===== src/rtl/chan_rx_sync.sv =====
// chan_rx_sync: receiver for a 4-phase token-flow channel.
// The asynchronous request is brought into the clk domain through a
// 2-flop synchronizer. A 3-state handshake FSM captures each bundled
// word into a hold register and pushes it into a first-word-fall-through
// FIFO. When the FIFO is full, the acknowledge is withheld so that no
// token is lost.
// Optional feature: define CHAN_RX_STABLE_CHECK_EN to flag bundled data
// that changes between capture and push (sticky err).
module chan_rx_sync #(
    parameter int W     = 15,
    parameter int DEPTH = 4
) (
    input  logic                     clk,
    input  logic                     reset,
    input  logic                     ch_req,
    input  logic [W-1:0]             ch_data,
    output logic                     ch_ack,
    output logic                     out_valid,
    output logic [W-1:0]             out_data,
    input  logic                     out_ready,
    output logic [$clog2(DEPTH):0]   fifo_count,
    output logic [15:0]              word_count,
    output logic                     err
);

    localparam int AW = $clog2(DEPTH);
    localparam int CW = AW + 1;

    typedef enum logic [1:0] {IDLE, SETTLE, WAIT_LOW} state_t;

    state_t         state;
    state_t         next_state;
    logic           req_meta;
    logic           req_s;
    logic [W-1:0]   d0;
    logic           capture;
    logic           push;
    logic           pop;
    logic           ack_set;
    logic           ack_clr;
    logic [W-1:0]   mem [DEPTH];
    logic [AW-1:0]  wr_ptr;
    logic [AW-1:0]  rd_ptr;

    // Two-flop synchronizer. This is the only logic that samples ch_req.
    // NOTE: sequential state uses non-blocking assignments, so each flop
    // samples the value its neighbour held before the edge.
    always_ff @(posedge clk) begin
        if (reset) begin
            req_meta <= 1'b0;
            req_s    <= 1'b0;
        end else begin
            req_meta <= ch_req;
            req_s    <= req_meta;
        end
    end

    // Handshake FSM: the state register.
    always_ff @(posedge clk) begin
        if (reset) state <= IDLE;
        else       state <= next_state;
    end

    // Handshake FSM: next state and the one-cycle control strobes.
    // NOTE: every output gets a default first, so no path infers a latch.
    always_comb begin
        next_state = state;
        capture    = 1'b0;
        push       = 1'b0;
        ack_set    = 1'b0;
        ack_clr    = 1'b0;
        case (state)
            IDLE: begin
                if (!ch_ack && req_s && (fifo_count < CW'(DEPTH))) begin
                    capture    = 1'b1;
                    next_state = SETTLE;
                end
            end
            SETTLE: begin
                push       = 1'b1;
                ack_set    = 1'b1;
                next_state = WAIT_LOW;
            end
            WAIT_LOW: begin
                if (!req_s) begin
                    ack_clr    = 1'b1;
                    next_state = IDLE;
                end
            end
            default: next_state = IDLE;
        endcase
    end

    // Acknowledge, hold register and token counter.
    always_ff @(posedge clk) begin
        if (reset) begin
            ch_ack     <= 1'b0;
            d0         <= '0;
            word_count <= '0;
        end else begin
            if (ack_set)      ch_ack <= 1'b1;
            else if (ack_clr) ch_ack <= 1'b0;
            if (capture) d0 <= ch_data;
            if (push)    word_count <= word_count + 16'd1;
        end
    end

    assign out_valid = (fifo_count != '0);
    assign pop       = out_valid && out_ready;
    // The storage may hold stale words, so the head is gated to 0 while empty.
    assign out_data  = out_valid ? mem[rd_ptr] : '0;

    // FIFO storage. The FSM never pushes while the FIFO is full.
    // NOTE: the storage array has no reset. The count alone decides which
    // entries are valid, so clearing the array would add nothing.
    always_ff @(posedge clk) begin
        if (push) mem[wr_ptr] <= d0;
    end

    // FIFO pointers wrap naturally (DEPTH is a power of two). The count
    // distinguishes full from empty.
    always_ff @(posedge clk) begin
        if (reset) begin
            wr_ptr     <= '0;
            rd_ptr     <= '0;
            fifo_count <= '0;
        end else begin
            if (push) wr_ptr <= wr_ptr + AW'(1);
            if (pop)  rd_ptr <= rd_ptr + AW'(1);
            case ({push, pop})
                2'b10:   fifo_count <= fifo_count + CW'(1);
                2'b01:   fifo_count <= fifo_count - CW'(1);
                default: fifo_count <= fifo_count;
            endcase
        end
    end

`ifdef CHAN_RX_STABLE_CHECK_EN
    // Sticky error if the bundled data moved between capture and push.
    always_ff @(posedge clk) begin
        if (reset)                                err <= 1'b0;
        else if ((state == SETTLE) && (ch_data != d0)) err <= 1'b1;
    end
`else
    assign err = 1'b0;
`endif

endmodule


===== config.mk =====
export PLATFORM = sky130hd
export DESIGN_NAME = chan_rx_sync
export DESIGN_NICKNAME = d
export VERILOG_FILES = /design/src/rtl/chan_rx_sync.sv
export SDC_FILE = /design/constraint.sdc
export NUM_CORES = 1
export LEC_CHECK = 0
export BUFFER_PORTS_ARGS = -buffer_cell sky130_fd_sc_hd__clkbuf_2
export CAP_MARGIN = 20
export CORE_UTILIZATION = 40
export CTS_BUF_LIST = sky130_fd_sc_hd__clkbuf_4 sky130_fd_sc_hd__clkbuf_8
export DETAILED_ROUTE_END_ITERATION = 16
export SLEW_MARGIN = 20
export SYNTH_ARGS = -nofsm -noshare
export SYNTH_HDL_FRONTEND = slang
export SYNTH_SLANG_ARGS = --single-unit

===== constraint.sdc =====
create_clock -name clk -period 6.2 [get_ports clk]
set_input_delay 1.24 -clock clk [delete_from_list [all_inputs] [get_ports clk]]
set_output_delay 1.24 -clock clk [all_outputs]
set_load 0.01 [all_outputs]

-- Word-level counts from Yosys, hierarchy flattened
Memory sizes are Yosys's and may differ from the RTL's. A register that Yosys moved wholly into a read port is not among the register bits.
Index checks and enable logic that the tools add are counted.
- RAM bits: 60
- word-level logic and storage cells: 47
- memories: 1
- bits in registers: 43
- output and inout port bits: 37
- input bits: 19
- memories (name ; depth ; bits a word ; rd ports ; clocked after Yosys merged registers in ; wr ports ; RTL line ; text):
    mem ; 4 ; 15 ; 1 ; 1 ; 1 ; 41 ; logic [W-1:0] mem [DEPTH];
- reductions and logical operators: 9
- multiplexer cells: 16
- add/sub/neg operators: 5
- $lt $le $gt $ge: 1
- eq/ne operators: 6
- operators by type and width (cell ; number):
    $add 16x1->16 const B ; 1
    $mux 15 ; 1
    $mux 1 ; 9
    $mux 2 ; 4
    $pmux 2 s3 ; 1
    $pmux 3 s2 ; 1
    $add 2x1->2 const B ; 2
    $eq 2x1->1 const B ; 2
    $eq 2x2->1 const B ; 2
    $ne 2x2->1 const B ; 2
    $reduce_bool 2->1 ; 2
    $add 3x1->3 const B ; 1
    $logic_and 1x1->1 ; 3
    $lt 3x3->1 const B ; 1
    $reduce_bool 3->1 ; 1
    $sub 3x1->3 const B ; 1
    $logic_not 2->1 ; 1
    $reduce_and 2->1 ; 1
    $logic_not 1->1 ; 1

-- Depth between registers and ports, before layout
- depth in word-level cells: 5
- gate-level depth with buffers: 9
- gate-level depth less buffers: 8

-- Worst setup path after synthesis
Ideal clock, no wire load.
- path kind: register to output
- from: reg with a tool-made name
- to: out out_data[10]
- data arrival time: 1564 ps
- setup slack: 3396 ps
- buffers on the path: 2
- data required time: 4960 ps
- stages on the path, launching flop included: 5
- path through: dfxtp_1 -> clkbuf_1 -> buf_4 -> mux4_2 -> and2_1
- RTL lines (what ; RTL line ; text):
    end, declared ; 19 ; output logic [W-1:0] out_data,

==> impl_metrics.ini <==
[sta]
fin_setup_tns_ns = 0
finalCriticalPeriod_ns = 3.18
clock_skew_ns = 0.0190
setup_slack_ns = 3.02
finalSetupViolations = 0
timing.final.max_slew_violations = 0
fmax_mhz = 315
hold_viol_final = 0
grt_setup_unrepaired = no
min_period_over_period_pct = 51.2
tightest_slew_ns = 1.01
relSlewSlack_pct = 32.9

[synth]
synthCells = 309
syn-num-nets = 335
seq_area_frac_synth_pct = 65.9
synth_top_area_share_pct = 43.9
synth_edf_count = 60
yosysTopAreaCell = edfxtp_1
syn_avg_cell_area_um2 = 13.3
ys_types = 35
ys_seq_elements = 105
yosys_most_used_dff = edfxtp_1
synth.area.top_cells = edfxtp_1 44%, dfxtp_1 22%, mux4_2 8.2%, nand2_1 3.9%, and2_1 3.2%
synthArstFlopShare_pct = 0
ys_warn_count = 0
synth_area_mm2 = 0.00410

[layout]
final_common_cell = edfxtp_1
drive_gt1_share_pct = 24.0
layout_common_cells = 60 x edfxtp_1, 54 x clkbuf_2, 44 x dfxtp_1
antenna_cells = 0
nFillCells = 919
fin_nets = 384
area_growth_pct = 13.3

[routing]
avgRoutedWirePerCell_um = 15.2
drc = 0
wl_mm = 7.55
via_per_inst = 4.89
dr_total_vias = 2425
postRouteAntennaNets = 0
dr.pass1.iters = 4
first_iter_violations = 55

[setup_path]
worst-setup-path-type = flop to primary output
cp.required_ns = 4.96
end_kind = primary output
cp_cell_sequence = mux4_2 -> and2_1 -> clkbuf_2
crit_slowest_cell = dfxtp_2
crit_buf_inv = 1
worstPathArrival_ns = 1.94
cp-start-kind = flop
critPathMaxStageDelay_ns = 0.71
worst-path-max-fanout = 15
critPathTopFamily = flip-flops
reg2reg_from = fifo_count[2]

[clock_tree]
clkTransAtPathRegs_ns = 0.09
post-cts-setup-buffer-count = 0
cts_resized = 0
cts.sinks = 105
ctsHoldBuffers = 0
clock_latency_ns = 0.36
cts_buffer_depth = 2
cts_tree = done
root_buffer = clkbuf_8
h-tree-depth = 3
cts_buffers = 9

[flow_run]
drv_cap = 0

[grt]
grt_pass1_wl_mm = 12.2
antenna_found_initial = 0
grt_max_degree = 45
track_usage_pct = 15.7
grt_pass1_vias = 2449
overflow = 0

[floorplanning]
die_area_mm2 = 0.0107
die_y_um = 103
core_area_mm2 = 0.00986
pin_count = 56
initial_core_util_pct = 41.6
die_x_um = 103
num_rows = 36

[place]
gp_congestion = 0.712
numPortBuffers = 54
dpl.hpwl_mm = 4.74
dpl_worst_slack_ns = 2.95

[hold_path]
hold_path_class = flop to flop
min_from = req_meta

[power]
vdd_drop_max_mv = 0.112
p_per_area_mw_per_mm2 = 277
cellLeakagePower_nw = 1.65

[outcome]
outcome = finished, final reports clean
-- state kept, by name, summed over array words and instances, names as in the netlist, named ones only --
| register | flops |
|---|---|
| state | 2 |
| req_meta | 1 |
| d0 | 15 |
| fifo_count | 3 |
| mem | 60 |
| rd_ptr | 2 |
| word_count | 16 |
| wr_ptr | 2 |
| ch_ack | 1 |
| req_s | 1 |
-- through the flow --
| step | hold WS [ns] | utilization, % | power [mW] | instance area [um2] | cells |
|---|---|---|---|---|---|
| floorplan | 0.414 | - | 0.871 | 4100 | 309 |
| global placement | 0.428 | 45.2 | 0.915 | 4460 | 480 |
| detailed placement | 0.427 | 45.2 | 0.918 | 4460 | 480 |
| CTS | 0.449 | 47.1 | 1.30 | 4650 | 496 |
| global route | 0.468 | 47.1 | 1.35 | 4650 | 496 |
| finish | 0.445 | 47.1 | 1.29 | 4650 | 496 |
-- synthesized netlist by cell type (2+ instances only) --
cell type / n
inv_1: 6
o21ai_0: 3
ha_1: 6
nor4_1: 2
nand2_1: 43
clkbuf_1: 11
and4_1: 2
nor2b_1: 3
dfxtp_1: 45
edfxtp_1: 60
mux4_2: 15
xor2_1: 9
nand3_1: 3
nand4_1: 4
nor3_1: 4
and2_1: 21
nor2_1: 20
xnor2_1: 7
a21oi_1: 24
buf_4: 2
or3_1: 5
-- final timing paths --
kind	slack, ns	cells past startpoint	end
max	3.02	3	out_data[12]
max reg2reg	3.68	8	fifo_count[2]
min	0.45	1	req_s
min reg2reg	0.45	1	req_s
-- power breakdown --
group          switching, mW  internal [mW]
logic                 0.0650         0.0645
registers             0.0228          0.746
clock network          0.233          0.156
-- layout make-up --
type / count / area (um2) / area share [%]
multi-input cells: 182 / 1300 / 28.0
flip-flops and latches: 105 / 2700 / 58.2
repair buffers: 54 / 270 / 5.82
clock buffers: 10 / 131 / 2.83
inverters: 6 / 22.5 / 0.485
clock inverters: 6 / 52.6 / 1.13
well taps: 133 / 166 / 3.58
-- cells by family after synthesis --
| logic type | Yosys count | share of synthesized area [%] |
|---|---|---|
| AOI/OAI and AO/OA | 29 | 3.60 |
| xor gates and xnor gates | 16 | 3.42 |
| adders and majority gates | 7 | 2.32 |
| buffers and inverters | 22 | 2.41 |
| DFF | 105 | 65.9 |
| muxes | 15 | 8.24 |
| other | 1 | 0.0914 |
| and+or+nand+nor | 114 | 14.0 |
-- per-layer routing --
layer | GRT usage, % | wire length (um) | vias up
met4 | 5.31 | 90 | 0
met5 | 0 | 0 | -
met3 | 3.09 | 229 | 8
met2 | 26.6 | 3580 | 54
met1 | 20.2 | 3640 | 1175
li1 | - | - | 1188
Note: power is estimated with default switching activity, not from simulation.
